### src/rtl/uc_pkg.sv
// Shared types and constants for the control unit and its decoder.
package uc_pkg;

   localparam int unsigned OPC_W    = 6;
   localparam int unsigned ALU_OP_W = 3;

   typedef enum logic [2:0] {
      ST_IDLE  = 3'd0,
      ST_RUN   = 3'd1,
      ST_PAUSE = 3'd2,
      ST_STEP  = 3'd3,
      ST_HALT  = 3'd4
   } state_e;

   // Opcode classes: ALU is 0xxxxx, the others match on inst[15:12]
   localparam logic             OPC_ALU_MSB = 1'b0;
   localparam logic [3:0]       OPC_LI      = 4'b1000;
   localparam logic [3:0]       OPC_J       = 4'b1001;
   localparam logic [3:0]       OPC_JZ      = 4'b1010;
   localparam logic [3:0]       OPC_JNZ     = 4'b1011;
   localparam logic [OPC_W-1:0] OPC_HALT    = 6'b111111;

   typedef logic [ALU_OP_W-1:0] alu_op_t;
   localparam alu_op_t ALU_OP_NONE = 3'b000;

   // Datapath control strobes
   typedef struct packed {
      logic    s_inc;
      logic    s_inm;
      logic    we3;
      logic    wez;
      alu_op_t op_alu;
      logic    pc_en;
   } ctrl_t;

   // Strobes driven whenever the unit is not executing
   localparam ctrl_t CTRL_IDLE = '{
      s_inc  : 1'b1,
      s_inm  : 1'b0,
      we3    : 1'b0,
      wez    : 1'b0,
      op_alu : ALU_OP_NONE,
      pc_en  : 1'b0
   };

endpackage

### src/rtl/uc_secuenciador_if.sv
// Datapath <-> control unit signal bundle plus run/step/debug lines.
interface uc_secuenciador_if #(
   parameter int unsigned CNT_W = 16
) ();
   logic [5:0]       opcode;
   logic             z;
   logic             run;
   logic             step;
   logic             s_inc;
   logic             s_inm;
   logic             we3;
   logic             wez;
   logic [2:0]       op_alu;
   logic             pc_en;
   logic             halted;
   logic             illegal;
   logic [CNT_W-1:0] retired;

   // Datapath / debug host side
   modport master (
      output opcode, z, run, step,
      input  s_inc, s_inm, we3, wez, op_alu, pc_en, halted, illegal, retired
   );

   // Control unit side
   modport slave (
      input  opcode, z, run, step,
      output s_inc, s_inm, we3, wez, op_alu, pc_en, halted, illegal, retired
   );
endinterface

### src/rtl/uc_decode.sv
// Combinational opcode/z decoder producing raw (ungated) strobes.
module uc_decode
   import uc_pkg::*;
#(
   parameter bit RESERVED_IS_NOP = 1'b1
) (
   input  logic [OPC_W-1:0] i_opcode,
   input  logic             i_z,
   output ctrl_t            o_ctrl,
   output logic             o_stop,
   output logic             o_trap
);

   // Opcode class decode; o_stop marks HALT or a trapped reserved opcode
   always_comb begin
      o_ctrl       = CTRL_IDLE;
      o_ctrl.pc_en = 1'b1;
      o_stop       = 1'b0;
      o_trap       = 1'b0;
      if (i_opcode[5] == OPC_ALU_MSB) begin
         o_ctrl.op_alu = i_opcode[4:2];
         o_ctrl.we3    = 1'b1;
         o_ctrl.wez    = 1'b1;
      end else begin
         case (i_opcode[5:2])
            OPC_LI: begin
               o_ctrl.we3   = 1'b1;
               o_ctrl.s_inm = 1'b1;
            end
            OPC_J:   o_ctrl.s_inc = 1'b0;
            OPC_JZ:  o_ctrl.s_inc = ~i_z;
            OPC_JNZ: o_ctrl.s_inc = i_z;
            default: begin
               if (i_opcode == OPC_HALT) begin
                  o_ctrl.pc_en = 1'b0;
                  o_stop       = 1'b1;
               end else if (!RESERVED_IS_NOP) begin
                  o_ctrl.pc_en = 1'b0;
                  o_stop       = 1'b1;
                  o_trap       = 1'b1;
               end
            end
         endcase
      end
   end

endmodule

### src/rtl/uc_secuenciador.sv
// Control unit: run/pause/step/halt sequencer, decode gating, retired counter.
module uc_secuenciador
   import uc_pkg::*;
#(
   parameter int unsigned CNT_W           = 16,
   parameter bit          RESERVED_IS_NOP = 1'b1
) (
   input  logic            clk,
   input  logic            reset,
   uc_secuenciador_if.slave bus
);

   state_e           r_state;
   state_e           w_next;
   logic             r_step_q;
   logic             r_halted;
   logic             r_illegal;
   logic [CNT_W-1:0] r_retired;
   logic             w_step_rise;
   logic             w_exec;
   logic             w_stop;
   logic             w_trap;
   ctrl_t            w_dec;
   ctrl_t            w_ctrl;

   assign w_step_rise = bus.step & ~r_step_q;
   assign w_exec      = (r_state == ST_RUN) || (r_state == ST_STEP);

   uc_decode #(
      .RESERVED_IS_NOP (RESERVED_IS_NOP)
   ) u_decode (
      .i_opcode (bus.opcode),
      .i_z      (bus.z),
      .o_ctrl   (w_dec),
      .o_stop   (w_stop),
      .o_trap   (w_trap)
   );

   // Strobes pass through only on execute cycles
   always_comb begin
      w_ctrl = CTRL_IDLE;
      if (w_exec) begin
         w_ctrl = w_dec;
      end
   end

   // Next-state logic; run wins over a simultaneous step edge
   always_comb begin
      w_next = r_state;
      case (r_state)
         ST_IDLE, ST_PAUSE: begin
            if (bus.run) begin
               w_next = ST_RUN;
            end else if (w_step_rise) begin
               w_next = ST_STEP;
            end
         end
         ST_RUN: begin
            if (w_stop) begin
               w_next = ST_HALT;
            end else if (!bus.run) begin
               w_next = ST_PAUSE;
            end
         end
         ST_STEP: w_next = w_stop ? ST_HALT : ST_PAUSE;
         ST_HALT: w_next = ST_HALT;
         default: w_next = ST_IDLE;
      endcase
   end

   // State register
   always_ff @(posedge clk or negedge reset) begin
      if (!reset) begin
         r_state <= ST_IDLE;
      end else begin
         r_state <= w_next;
      end
   end

   // Step edge history and halt/illegal status flags
   always_ff @(posedge clk or negedge reset) begin
      if (!reset) begin
         r_step_q  <= 1'b0;
         r_halted  <= 1'b0;
         r_illegal <= 1'b0;
      end else begin
         r_step_q <= bus.step;
         r_halted <= (w_next == ST_HALT);
         if (w_exec && w_trap) begin
            r_illegal <= 1'b1;
         end
      end
   end

   // Saturating retired-instruction counter; HALT/trap cycles do not retire
   always_ff @(posedge clk or negedge reset) begin
      if (!reset) begin
         r_retired <= '0;
      end else if (w_exec && !w_stop && (r_retired != {CNT_W{1'b1}})) begin
         r_retired <= r_retired + CNT_W'(1);
      end
   end

   assign bus.s_inc   = w_ctrl.s_inc;
   assign bus.s_inm   = w_ctrl.s_inm;
   assign bus.we3     = w_ctrl.we3;
   assign bus.wez     = w_ctrl.wez;
   assign bus.op_alu  = w_ctrl.op_alu;
   assign bus.pc_en   = w_ctrl.pc_en;
   assign bus.halted  = r_halted;
   assign bus.illegal = r_illegal;
   assign bus.retired = r_retired;

endmodule

### src/flat_wrapper.sv
// flat-port wrapper written by rule: the top's interface ports become plain ports
module uc_secuenciador_flat import uc_pkg::*;
#(
   parameter int unsigned CNT_W           = 16,
   parameter bit          RESERVED_IS_NOP = 1'b1
)
  (clk, reset, bus_opcode, bus_z, bus_run, bus_step, bus_s_inc, bus_s_inm, bus_we3, bus_wez, bus_op_alu, bus_pc_en, bus_halted, bus_illegal, bus_retired);
  uc_secuenciador_if #(.CNT_W(CNT_W)) bus_i ();
  input  logic clk;
  input  logic reset;
  input wire logic [$bits(bus_i.opcode)-1:0] bus_opcode;
  input wire logic [$bits(bus_i.z)-1:0] bus_z;
  input wire logic [$bits(bus_i.run)-1:0] bus_run;
  input wire logic [$bits(bus_i.step)-1:0] bus_step;
  output wire logic [$bits(bus_i.s_inc)-1:0] bus_s_inc;
  output wire logic [$bits(bus_i.s_inm)-1:0] bus_s_inm;
  output wire logic [$bits(bus_i.we3)-1:0] bus_we3;
  output wire logic [$bits(bus_i.wez)-1:0] bus_wez;
  output wire logic [$bits(bus_i.op_alu)-1:0] bus_op_alu;
  output wire logic [$bits(bus_i.pc_en)-1:0] bus_pc_en;
  output wire logic [$bits(bus_i.halted)-1:0] bus_halted;
  output wire logic [$bits(bus_i.illegal)-1:0] bus_illegal;
  output wire logic [$bits(bus_i.retired)-1:0] bus_retired;
  assign bus_i.opcode = bus_opcode;
  assign bus_i.z = bus_z;
  assign bus_i.run = bus_run;
  assign bus_i.step = bus_step;
  assign bus_s_inc = bus_i.s_inc;
  assign bus_s_inm = bus_i.s_inm;
  assign bus_we3 = bus_i.we3;
  assign bus_wez = bus_i.wez;
  assign bus_op_alu = bus_i.op_alu;
  assign bus_pc_en = bus_i.pc_en;
  assign bus_halted = bus_i.halted;
  assign bus_illegal = bus_i.illegal;
  assign bus_retired = bus_i.retired;
  uc_secuenciador #(.CNT_W(CNT_W), .RESERVED_IS_NOP(RESERVED_IS_NOP)) u_core (.clk(clk), .reset(reset), .bus(bus_i));
endmodule
### config.mk
export PLATFORM = sky130hd
export DESIGN_NAME = uc_secuenciador_flat
export DESIGN_NICKNAME = d
export VERILOG_FILES = /design/src/rtl/uc_pkg.sv /design/src/rtl/uc_secuenciador_if.sv /design/src/rtl/uc_decode.sv /design/src/rtl/uc_secuenciador.sv /design/src/flat_wrapper.sv
export SDC_FILE = /design/constraint.sdc
export NUM_CORES = 1
export LEC_CHECK = 0
export CORE_MARGIN = 3
export CORE_UTILIZATION = 25
export DETAILED_ROUTE_END_ITERATION = 7
export SLEW_MARGIN = 25
export SYNTH_ARGS = -nofsm -noshare
export SYNTH_HDL_FRONTEND = slang
export SYNTH_SLANG_ARGS = --single-unit
### constraint.sdc
create_clock -name clk -period 5.35 [get_ports clk]
set_input_delay 0.8025 -clock clk [delete_from_list [all_inputs] [get_ports clk]]
set_output_delay 0.8025 -clock clk [all_outputs]
set_load 0.1 [all_outputs]
==> results of run 1 <==
worst paths after layout:
path,start,to,depth (start not counted)
setup / recovery,bus_opcode[5],bus_we3,5
hold / removal,reset,u_core.bus.retired[3],1
setup reg to reg,u_core.bus.retired[0],u_core.bus.retired[1],5
hold reg to reg,u_core.bus.retired[6],u_core.bus.retired[6],1
max in group asynchronous,reset,u_core.bus.retired[0],1
min in group clk,u_core.bus.retired[6],u_core.bus.retired[6],1
layer usage:
layer | up-vias | wire length [um]
met5 | - | 0
met4 | 0 | 18
met3 | 2 | 212
met2 | 33 | 1410
met1 | 469 | 1170
li1 | 468 | -
power by group:
| group | switching (mW) | internal, mW |
|---|---|---|
| combinational | 0.325 | 0.110 |
| sequential | 0.0412 | 0.190 |
| clock | 0.0534 | 0.0520 |
| total | 0.420 | 0.351 |
through the flow:
step	worst slack, ns	cell area (um2)	utilization [%]	std cells	hold slack, ns
final	1.39	1690	35.0	213	0.483
after global routing	1.31	1690	35.0	213	0.509
after CTS	1.37	1690	35.1	213	0.489
after detailed placement	1.39	1640	34.1	209	0.468
after global placement	1.47	1640	34.1	209	0.460
after floorplan	0.419	1270	-	113	0.439
flip-flops by register name (all words and copies together), names as in the netlist:
signal,cells
u_core.bus.retired,16
u_core.r_state,3
u_core.r_step_q,1
u_core.bus.halted,1
synth_stat cells:
cell / number / area, um2
a2111oi_2: 5 / 75.1
a211oi_1: 1 / 7.51
a211oi_2: 6 / 75.1
a21oi_1: 3 / 15.0
a21oi_4: 1 / 16.3
and2_1: 3 / 18.8
and3_1: 2 / 12.5
and4_1: 2 / 17.5
and4_4: 2 / 22.5
buf_12: 1 / 20.0
buf_4: 2 / 15.0
buf_6: 2 / 22.5
clkbuf_1: 2 / 7.51
conb_1: 1 / 3.75
dfrtp_1: 21 / 526
ha_1: 1 / 12.5
inv_1: 4 / 15.0
inv_2: 1 / 3.75
mux2_4: 1 / 15.0
nand2_1: 9 / 33.8
nand2b_1: 3 / 18.8
nand3_1: 6 / 30.0
nand4_1: 3 / 18.8
nor2_1: 3 / 11.3
nor3_1: 2 / 10.0
nor4_2: 2 / 25.0
nor4b_2: 1 / 15.0
o21ai_0: 2 / 10.0
o311ai_4: 1 / 26.3
or2_1: 1 / 6.26
or3_1: 2 / 12.5
or3b_1: 1 / 8.76
xnor2_1: 1 / 8.76
xor2_1: 15 / 131
worst max-delay path: cells and delay by family:
family                 cells  cell delay [ns]
AND/OR/NAND/NOR            3             0.74
buffers and inverters      2             1.61
area by class of cell:
class                           count  area, um2  area share, %
Clock inverter                      1       5.00          0.297
Tap cell                           67       83.8           4.97
Multi-Input combinational cell     80        658           39.0
Inverter                            5       18.8           1.11
Timing Repair Buffer               36        353           20.9
Clock buffer                        3       41.3           2.45
Sequential cell                    21        526           31.2
kinds of logic after synthesis:
family          share of synthesized area (%)
simple gates                             20.6
flops                                    41.5
compound gates                           17.8
xor+xnor                                 11.1
buf+inv                                  6.61
fa+ha+maj                               0.987
other cells                             0.296
mux                                      1.18
==> flow_summary.ini, run 1 <==
[timing]
finalCritPeriodShare_pct = 73.9
fin_crit_ns = 3.96
max_freq_ghz = 0.253
skew_ns = 0.00758
fin_tns_setup_ns = 0
worstMarginPinSlew_ns = 0.992
final-hold-violation-count = 0
setup_viol = 0
grt_setup_unrepaired = false
slew_headroom_pct = 33.7
maxSlewViolCount = 0

[global_routing]
grt_usage_pct = 10.3
grt_pass1_vias = 1043
grt_pass1_wl_um = 5030
use_met2_pct = 17.3
antenna_found_initial = 0
grt.busiest_layer = met2
grtUsageMet3_pct = 4.46
grt_use_met1_pct = 12.7
grt_overflow = 0
grt_max_degree = 22

[routing]
first_pass_iters = 4
first_iter_violations = 57
drc = 0
detail-route-antenna-nets = 0
viasPerCell = 4.56
wire_per_inst_um = 13.2
vias = 972
wl_um = 2810

[yosys]
synthesis.area_um2 = 1270
yosys_register_bits = 21
syn-instance-count = 113
synth_area_per_cell_um2 = 11.2
synth_nets = 125
synth_warnings = 0
synth_cell_type_count = 34
ys_seq_area_share_pct = 41.5

[pwr]
powerDensity_nw_per_um2 = 457
p_leak_nw = 0.704
peakVddDrop_mv = 0.341
p_total_mw = 0.771

[job]
cap_violations = 0

[floorplan]
num_rows = 25
pin_count = 37
core_area_um2 = 4820
die_w_um = 77.2
die-area_um2 = 5960
start_util_pct = 26.3
die_y_um = 77.2

[critical_path]
cp_common_cell = clkdlybuf4s50_1
cp_max_fo = 3
rrSetupSlack_ns = 3.29
path_cells = clkdlybuf4s50_1 -> or3b_1 -> nor3_1 -> or2_1 -> clkdlybuf4s50_1
cpMaxStageDelayCell = clkdlybuf4s50_1
max_stage_delay_ns = 1.12
critical_path_class = in2out
endpoint_kind = output pin
startpoint_type = input pin
worstPathRequired_ns = 4.55
crit_arrival_ns = 3.15

[clock_network]
root_buffer = clkbuf_8
cts_resized = 0
cts_tree = done
ctsHoldBuffers = 0
cts.clk_slew.worst_paths_ns = 0.08
clock_latency_ns = 0.26
cts.sinks = 21
h-tree-depth = 1
numCtsBuffers = 3
post-cts-setup-buffer-count = 0
cts_buffer_depth = 2

[final_layout]
layout.nets = 159
antennaDiodeCount = 0
final_layout_size_suffix_gt1_share_pct = 17.8
final_cell_mix = clkdlybuf4s50_1, dfrtp_1, xor2_1
area_growth_pct = 33.0
fill_cells = 490
final_common_cell = clkdlybuf4s50_1

[place]
gp_congestion = 0.739
io_buffers = 35
dpl.hpwl_um = 2120

[status]
run_status = complete, no violations

[min_path]
min_path_type = in2async
Note: power is estimated with default switching activity, not from simulation.
==> run 2, diff against run 1 <==
- clock period: 5.35 -> 3.2 ns (I/O delays scaled with it)
==> run 2 against run 1 <==
  * Sequential share of layout area grew 0.16 points
  * Setup slack lost 0.62 ns
  * Non-clock buffer count is the same
  * Count of clock-buffer cells in the layout is the same
  * Total power grew 68%
  * Cell count is the same
  * Global-route usage shrank 0.48 points
  * Register-to-register slack lost 2.1 ns
  * Clock skew shrank 0.0046 ns
  * Sequential power grew 67%
  * First-iteration DRC count grew 7.0%
==> flow_summary.ini, run 2 (synthesis gave the netlist of run 1 again) <==
[status]
run_status = complete, no violations

[place]
dpl.hpwl_um = 2090
io_buffers = 35
dp_cells = 209
post_dp_cell_area_um2 = 1640
gp_congestion = 0.755

[routing]
first_iter_violations = 61
viasPerCell = 4.50
drc = 0
first_pass_iters = 2
vias = 959
wl_um = 2710
wire_per_inst_um = 12.7
detail-route-antenna-nets = 0

[final_layout]
layoutNonFillerInstCount = 213
final_layout_size_suffix_gt1_share_pct = 35.6
largest_register_ffs = 16
fill_cells = 507
final_common_cell = buf_4
final_cell_mix = buf_4, dfrtp_1, xor2_1
utilization_pct = 34.8
antennaDiodeCount = 0
layout.nets = 159
post-route-cell-area_um2 = 1680
area_growth_pct = 32.3

[clock_network]
post-cts-setup-buffer-count = 0
cts_buffer_depth = 2
root_buffer = clkbuf_8
cts.sinks = 21
h-tree-depth = 1
numCtsBuffers = 3
clock_latency_ns = 0.26
cts_resized = 0
cts.clk_slew.worst_paths_ns = 0.08
cts_tree = done
ctsHoldBuffers = 0

[floorplan]
num_rows = 25
die_y_um = 77.2
start_util_pct = 26.3
die_w_um = 77.2
core_area_um2 = 4820
pin_count = 37
die-area_um2 = 5960

[pwr]
clock_power_share_pct = 13.6
peakVddDrop_mv = 0.442
p_leak_nw = 0.757
p_total_mw = 1.30
powerDensity_nw_per_um2 = 773
sw_frac_of_total_pct = 54.7
seq_power_share_pct = 29.8
p_int_mw = 0.586
power.switching_mw = 0.709
p_comb_share_pct = 56.6

[timing]
setup_viol = 0
max_freq_ghz = 0.413
fin_tns_setup_ns = 0
slew_headroom_pct = 35.6
grt_setup_unrepaired = false
maxSlewViolCount = 0
skew_ns = 0.00296
finalCritPeriodShare_pct = 75.8
final-hold-violation-count = 0
fin_crit_ns = 2.42
worstMarginPinSlew_ns = 0.963

[min_path]
min_path_type = in2async

[job]
cap_violations = 0

[critical_path]
rrSetupSlack_ns = 1.15
cp_max_fo = 3
worstPathRequired_ns = 2.72
rr_endpoint = u_core.bus.retired[1]
ff2ff_path_depth = 5
timing.rr.start = u_core.bus.retired[0]
startpoint_type = input pin
endpoint_kind = output pin
crit_arrival_ns = 1.94
critical_path_class = in2out

[global_routing]
grt_pass1_wl_um = 4840
grt_pass1_vias = 1042
grt_usage_pct = 9.85
grt_max_degree = 22
antenna_found_initial = 0
grt_overflow = 0
-- run 2: cell count changes in the layout (fill, tap and decap cells not counted), sizes merged --
cell and change:
buf +24, clkdlybuf4s50 -24
-- run 2: critical path, cell delays in order --
cell	delay [ns]
clkdlybuf4s50_1	0.50
or3b_1	0.41
nor3_4	0.18
or2_1	0.18
buf_12	0.18
-- run 2: power groups by stage --
stage | combinational (mW) | clock (mW) | sequential, mW
after global routing | 0.771 | 0.199 | 0.396
after global placement | 0.731 | 0 | 0.387
final | 0.734 | 0.176 | 0.386
after detailed placement | 0.741 | 0 | 0.392
after floorplan | 0.274 | 0 | 0.672
after CTS | 0.743 | 0.186 | 0.387
-- run 2: metal layers --
layer	up-vias	routed length [um]	global-route usage [%]
met5	-	0	0
met4	0	0	1.60
met3	0	205	4.23
met2	31	1360	16.9
met1	458	1140	11.5
li1	470	-	-
-- run 2: final cells by class --
cell class	count	area [um2]	area share, %
Clock buffer	3	41.3	2.46
Clock inverter	1	5.00	0.299
Inverter	5	18.8	1.12
Multi-Input combinational cell	80	672	40.1
Sequential cell	21	526	31.3
Tap cell	67	83.8	5.00
Timing Repair Buffer	36	330	19.7
-- run 2: how the worst max path moves through the flow --
stage / endpoint / slack [ns] / depth (start not counted) / from
final: bus_we3 / 0.78 / 5 / bus_opcode[5]
after global placement: bus_we3 / 0.80 / 5 / bus_opcode[5]
after floorplan: bus_we3 / 0.17 / 4 / u_core.r_state[2]
after detailed placement: bus_we3 / 0.75 / 5 / bus_opcode[5]
after global routing: bus_we3 / 0.70 / 5 / bus_opcode[5]
after CTS: bus_we3 / 0.75 / 5 / bus_opcode[5]
-- run 2: per-stage QoR --
step	hold slack, ns	setup slack, ns
after floorplan	0.184	0.172
after global routing	0.205	0.701
after detailed placement	0.470	0.754
final	0.165	0.776
after global placement	0.462	0.795
after CTS	0.486	0.751
